<file path="src/rtl/ace_keymatrix_responder_if.sv">
// Key-event handshake between a scancode translator (master) and the
// Jupiter Ace key-matrix responder (slave).
interface ace_keymatrix_responder_if;
  logic       key_valid;
  logic       key_ready;
  logic [2:0] key_row;
  logic [2:0] key_col;
  logic       key_make;

  modport master (
    output key_valid,
    output key_row,
    output key_col,
    output key_make,
    input  key_ready
  );

  modport slave (
    input  key_valid,
    input  key_row,
    input  key_col,
    input  key_make,
    output key_ready
  );
endinterface

</file>
<file path="src/rtl/ace_keymatrix_responder.sv">
// Keyboard side of the Jupiter Ace row/column matrix: 8x5 key state answered
// combinationally to CPU row selects, updated from a queued, rate-limited event stream.
module ace_keymatrix_responder #(
  parameter int unsigned HOLD_CYCLES = 65000,
  parameter int unsigned FIFO_DEPTH  = 4
) (
  input  logic                      clk,
  input  logic                      reset,
  ace_keymatrix_responder_if.slave  key,
  input  logic                      clear_all,
  input  logic [7:0]                filas,
  output logic [4:0]                columnas,
  output logic                      busy,
  output logic                      bad_event
);

  localparam int unsigned ROWS  = 8;
  localparam int unsigned COLS  = 5;
  localparam int unsigned CTR_W = $clog2(HOLD_CYCLES + 1);
  localparam int unsigned PTR_W = $clog2(FIFO_DEPTH);

  localparam logic [1:0] ST_IDLE  = 2'd0;
  localparam logic [1:0] ST_APPLY = 2'd1;
  localparam logic [1:0] ST_HOLD  = 2'd2;

  typedef struct packed {
    logic [2:0] row;
    logic [2:0] col;
    logic       make;
  } key_event_t;

  logic [1:0]                      state, state_nxt;
  logic [ROWS-1:0][COLS-1:0]       matrix;
  logic [CTR_W-1:0]                hold_ctr;
  key_event_t                      ev_q;
  key_event_t                      fifo_mem [FIFO_DEPTH];
  logic [PTR_W:0]                  wr_ptr, rd_ptr;
  logic                            fifo_empty, fifo_full;
  logic                            push_c, pop_c, apply_c, ctr_load_c, ctr_dec_c, bad_c;
  logic [COLS-1:0]                 col_pressed;
  key_event_t                      push_ev;

  // Queue status; the extra pointer bit separates full from empty.
  assign fifo_empty = (wr_ptr == rd_ptr);
  assign fifo_full  = (wr_ptr[PTR_W] != rd_ptr[PTR_W]) &&
                      (wr_ptr[PTR_W-1:0] == rd_ptr[PTR_W-1:0]);

  assign key.key_ready = ~fifo_full & ~clear_all;
  assign push_c        = key.key_valid & ~fifo_full & ~clear_all;
  assign push_ev       = '{row: key.key_row, col: key.key_col, make: key.key_make};

  assign busy      = (state != ST_IDLE) | ~fifo_empty;
  assign bad_event = bad_c;

  // Wired-AND column response: any selected (low) row pulls its pressed columns low.
  always_comb begin
    col_pressed = '0;
    for (int r = 0; r < int'(ROWS); r++) begin
      if (!filas[r]) col_pressed = col_pressed | matrix[r];
    end
  end
  assign columnas = ~col_pressed;

  // State register.
  always_ff @(posedge clk or posedge reset) begin
    if (reset) state <= ST_IDLE;
    else       state <= state_nxt;
  end

  // Next state and datapath strobes; clear_all overrides every decision.
  always_comb begin
    state_nxt  = state;
    pop_c      = 1'b0;
    apply_c    = 1'b0;
    ctr_load_c = 1'b0;
    ctr_dec_c  = 1'b0;
    bad_c      = 1'b0;
    case (state)
      ST_IDLE: begin
        if (!fifo_empty) begin
          pop_c     = 1'b1;
          state_nxt = ST_APPLY;
        end
      end
      ST_APPLY: begin
        if (ev_q.col <= 3'd4) begin
          apply_c    = 1'b1;
          ctr_load_c = 1'b1;
          state_nxt  = ST_HOLD;
        end else begin
          bad_c     = 1'b1;
          state_nxt = ST_IDLE;
        end
      end
      ST_HOLD: begin
        if (hold_ctr == '0) state_nxt = ST_IDLE;
        else                ctr_dec_c = 1'b1;
      end
      default: state_nxt = ST_IDLE;
    endcase
    if (clear_all) begin
      state_nxt  = ST_IDLE;
      pop_c      = 1'b0;
      apply_c    = 1'b0;
      ctr_load_c = 1'b0;
      ctr_dec_c  = 1'b0;
      bad_c      = 1'b0;
    end
  end

  // Queue pointers.
  always_ff @(posedge clk or posedge reset) begin
    if (reset) begin
      wr_ptr <= '0;
      rd_ptr <= '0;
    end else if (clear_all) begin
      wr_ptr <= '0;
      rd_ptr <= '0;
    end else begin
      if (push_c) wr_ptr <= wr_ptr + (PTR_W+1)'(1);
      if (pop_c)  rd_ptr <= rd_ptr + (PTR_W+1)'(1);
    end
  end

  // Queue storage needs no reset; only entries between the pointers are read.
  always_ff @(posedge clk) begin
    if (push_c) fifo_mem[wr_ptr[PTR_W-1:0]] <= push_ev;
  end

  // Event register, key matrix and hold counter.
  always_ff @(posedge clk or posedge reset) begin
    if (reset) begin
      ev_q     <= '0;
      matrix   <= '0;
      hold_ctr <= '0;
    end else if (clear_all) begin
      matrix   <= '0;
      hold_ctr <= '0;
    end else begin
      if (pop_c)      ev_q <= fifo_mem[rd_ptr[PTR_W-1:0]];
      if (apply_c)    matrix[ev_q.row][ev_q.col] <= ev_q.make;
      if (ctr_load_c) hold_ctr <= CTR_W'(HOLD_CYCLES - 1);
      else if (ctr_dec_c) hold_ctr <= hold_ctr - CTR_W'(1);
    end
  end

endmodule

</file>
<file path="src/flat_wrapper.sv">
// flat-port wrapper written by rule: the top's interface ports become plain ports
module ace_keymatrix_responder_flat 
#(
  parameter int unsigned HOLD_CYCLES = 65000,
  parameter int unsigned FIFO_DEPTH  = 4
)
  (clk, reset, clear_all, filas, columnas, busy, bad_event, key_key_valid, key_key_row, key_key_col, key_key_make, key_key_ready);
  ace_keymatrix_responder_if key_i ();
  input  logic clk;
  input  logic reset;
  input  logic clear_all;
  input  logic [7:0] filas;
  output logic [4:0] columnas;
  output logic busy;
  output logic bad_event;
  input wire logic [$bits(key_i.key_valid)-1:0] key_key_valid;
  input wire logic [$bits(key_i.key_row)-1:0] key_key_row;
  input wire logic [$bits(key_i.key_col)-1:0] key_key_col;
  input wire logic [$bits(key_i.key_make)-1:0] key_key_make;
  output wire logic [$bits(key_i.key_ready)-1:0] key_key_ready;
  assign key_i.key_valid = key_key_valid;
  assign key_i.key_row = key_key_row;
  assign key_i.key_col = key_key_col;
  assign key_i.key_make = key_key_make;
  assign key_key_ready = key_i.key_ready;
  ace_keymatrix_responder #(.HOLD_CYCLES(HOLD_CYCLES), .FIFO_DEPTH(FIFO_DEPTH)) u_core (.clk(clk), .reset(reset), .key(key_i), .clear_all(clear_all), .filas(filas), .columnas(columnas), .busy(busy), .bad_event(bad_event));
endmodule
</file>
<file path="config.mk">
export PLATFORM = sky130hd
export DESIGN_NAME = ace_keymatrix_responder_flat
export DESIGN_NICKNAME = d
export VERILOG_FILES = /design/src/rtl/ace_keymatrix_responder_if.sv /design/src/rtl/ace_keymatrix_responder.sv /design/src/flat_wrapper.sv
export SDC_FILE = /design/constraint.sdc
export NUM_CORES = 1
export LEC_CHECK = 0
export BUFFER_PORTS_ARGS = -buffer_cell sky130_fd_sc_hd__buf_2
export CORE_MARGIN = 4
export CORE_UTILIZATION = 40
export DETAILED_ROUTE_END_ITERATION = 10
export PLACE_DENSITY = 0.56
export SLEW_MARGIN = 20
export SYNTH_ARGS = -nofsm -noshare
export SYNTH_HDL_FRONTEND = slang
export SYNTH_SLANG_ARGS = --single-unit
</file>
<file path="constraint.sdc">
create_clock -name clk -period 2.3 [get_ports clk]
set_input_delay 0.345 -clock clk [delete_from_list [all_inputs] [get_ports clk]]
set_output_delay 0.345 -clock clk [all_outputs]
set_load 0.03 [all_outputs]
</file>
==> out/qor.yml <==
outcome:
  status: "finished clean"
sta:
  clock_skew_ps: 6.46
  fin_setup_tns_ps: 0
  finalSetupViolations: 0
  fmax_mhz: 473
  fin_crit_sh_pct: 91.9
  rsz0062_at_grt: "no"
  worstMarginPinSlew_ps: 564
  timing.final.hold_violations: 0
  fin_crit_ps: 2110
  relSlewSlack_pct: 62.0
  final_max_slew_viol_count: 0
place:
  dpl.hpwl_um: 7680
  dp_cells: 661
  place_congestion: 0.833
  numPortBuffers: 26
clocking:
  clk_pin_slew_ps: 70
  clk_latency_ps: 350
  cts_made_buffers: 9
  cts_resized: 0
  cts_root_buf: "clkbuf_16"
  cts_tree: "done"
  cts_sinks: 99
  postCtsHoldBufs: 0
  cts.path.max_buffers: 2
  htreeDepth: 3
  postCtsSetupBuffers: 0
grt:
  grt_pass1_wl_um: 18900
  grt-ovfl-total: 0
  track_usage_pct: 16.9
  antenna_found_initial: 0
  grt_max_degree: 72
  grt_pass1_vias: 3580
logic_synthesis:
  synth_area_per_cell_sq_um: 10.6
  ys_types: 57
  synthMuxAreaShare_pct: 10.3
  synth_seq_area_share_pct: 52.2
  synth_area_sq_um: 5020
  synth_top_family_by_area: "simple AND/OR/NAND/NOR gates"
  synth-simple-area-share_pct: 18.9
  yosysWarnings: 0
  synth_edf_count: 28
  async_flop_share_pct: 71.7
  synth_fa_ha_area_share_pct: 1.50
  syn_nets: 500
  synth-compound-area-share_pct: 9.60
  syn_inst: 475
  synthXorXnorAreaFrac_pct: 1.75
  ys_seq_elements: 99
  synth_ff_type: "dfrtp_1"
critical_path:
  cp_slowest_stage_delay_ps: 550
  crit_cells: 3
  crit_arrival_ps: 1770
  critPathTopFamily: "flip-flops"
  cp-start-kind: "flop"
  cp_cell_sequence: "o21ai_1, nor3b_1, buf_2"
  critical_path_required_ps: 1960
  cp_num_buf_inv: 1
  cp_max_fo: 12
  cp_slowest_cell: "dfrtp_1"
  critPathKind: "reg -> out"
  ff2ff_path_depth: 4
  cp-end-kind: "output port"
detailed_routing:
  drt_pass1_iterations: 5
  drt-initial-drc-count: 346
  dr_total_vias: 3701
  drc: 0
  antenna_left: 0
  wirelength_um: 11500
  wire_per_inst_um: 16.9
  viasPerCell: 5.47
floorplanning:
  die_x_um: 120
  core_sq_um: 12200
  row_count: 40
  dieArea_sq_um: 14400
  initial_core_util_pct: 41.3
  ios: 27
  die_h_um: 120
finish:
  nets: 529
  fill_cells: 1154
  syn2layout_area_growth_pct: 13.5
  antenna-diode-count: 0
  postLayoutCoreUtil_pct: 46.9
  final-instance-count-excl-fill: 677
  drive_gt1_share_pct: 15.7
run:
  cap_violations: 0
pwr:
  power-per-cell-area_nw_per_um2: 1100
  vdd_ir_drop_max_uv: 569
  p_leak_nw: 2.38
worst_hold_path:
  hp-class: "in -> async"
## cell usage in the layout (no fill, tap or decap), drive strengths merged, types with 8 or more instances in the layout
cell type  synthesis  final
o22ai             20     20
nand3             43     43
o21ai             19     19
nor4               9      9
mux2i             28     28
inv               49     53
edfxtp            28     28
nand2             28     28
nand2b             8      8
nor2              31     31
buf                7     42
dfrtp             71     71
clkbuf            17      9
## logic make-up after synthesis
family,after synthesis
compound gates,72
mux,42
simple gates,172
flops,99
buf+inv,74
fa+ha+maj,6
xor+xnor,10
## metrics by stage
| step | hold slack [ps] | setup slack, ps | total power [mW] | instance area (sq um) |
|---|---|---|---|---|
| floorplan | 444 | 158 | 3.95 | 5020 |
| detailed placement | 465 | 181 | 4.66 | 5390 |
| finish | 46.4 | 185 | 6.24 | 5700 |
| global route | 104 | 56.2 | 6.62 | 5700 |
| global placement | 459 | 272 | 4.64 | 5390 |
| CTS | 81.8 | 7.05 | 6.26 | 5700 |
## per-layer routing
metal | track usage (%) | wire [um]
met4 | 6.66 | 157
met3 | 3.20 | 529
met5 | 0 | 0
met1 | 24.3 | 5620
met2 | 25.0 | 5170
## sequential cells by signal (all words and copies together), names as in the netlist
signal,flops
u_core.rd_ptr,3
u_core.fifo_mem,28
u_core.state,2
u_core.matrix,40
u_core.hold_ctr,16
u_core.ev_q,7
u_core.wr_ptr,3
## Yosys cell counts (5+ instances only)
cell | n | area share (%)
a31oi_1 | 7 | 0.87
and3_1 | 5 | 0.62
buf_2 | 6 | 0.60
clkbuf_1 | 17 | 1.3
dfrtp_1 | 71 | 35
edfxtp_1 | 28 | 17
ha_1 | 6 | 1.5
inv_1 | 49 | 3.7
mux2_2 | 7 | 1.6
mux2i_1 | 28 | 5.6
mux4_2 | 7 | 3.1
nand2_1 | 28 | 2.1
nand2b_1 | 8 | 1.0
nand3_1 | 43 | 4.3
nand4_1 | 7 | 0.87
nand4b_1 | 6 | 1.0
nor2_1 | 30 | 2.2
nor3_1 | 5 | 0.50
nor3b_1 | 6 | 0.90
nor4_1 | 8 | 1.0
o21ai_0 | 19 | 1.9
o22ai_1 | 20 | 2.5
or4_1 | 5 | 0.75
xor2_1 | 6 | 1.0
## where the power goes
| part | internal (mW) | total, mW | switching, mW |
|---|---|---|---|
| clock | 0.865 | 1.57 | 0.709 |
| combinational | 0.871 | 2.26 | 1.39 |
| sequential | 2.04 | 2.41 | 0.374 |
## worst paths after layout
check	start	to	slack [ps]
worst max-delay path	u_core.ev_q[3]$_DFFE_PP0P_	bad_event	190
worst min-delay path	reset	u_core.hold_ctr[12]$_DFFE_PP0P_	50
worst max register to register	u_core.hold_ctr[9]$_DFFE_PP0P_	u_core.hold_ctr[14]$_DFFE_PP0P_	350
worst min register to register	u_core.matrix[0]$_DFFE_PP0P_	u_core.matrix[0]$_DFFE_PP0P_	500
max in group asynchronous	reset	u_core.matrix[34]$_DFFE_PP0P_	1900
min in group clk	key_key_col[2]	u_core.fifo_mem[2][3]$_DFFE_PP_	200
## worst reg2reg max path, cell delays in order (launching register included)
cell     delay [ps]
dfrtp_1         410
nor4_1          540
nand4_1         300
or4_1           460
a31oi_1         170
## final cells by class
type / count / area [sq um] / share of cell area (%)
timing repair buffer: 42 / 263 / 4.61
multi-input combinational: 302 / 2110 / 37.1
sequential: 99 / 2620 / 45.9
clock inverter: 7 / 82.6 / 1.45
clock buffer: 9 / 225 / 3.95
tap: 168 / 210 / 3.69
inverter: 50 / 188 / 3.29
No activity file was read; power rests on OpenSTA's default activity.
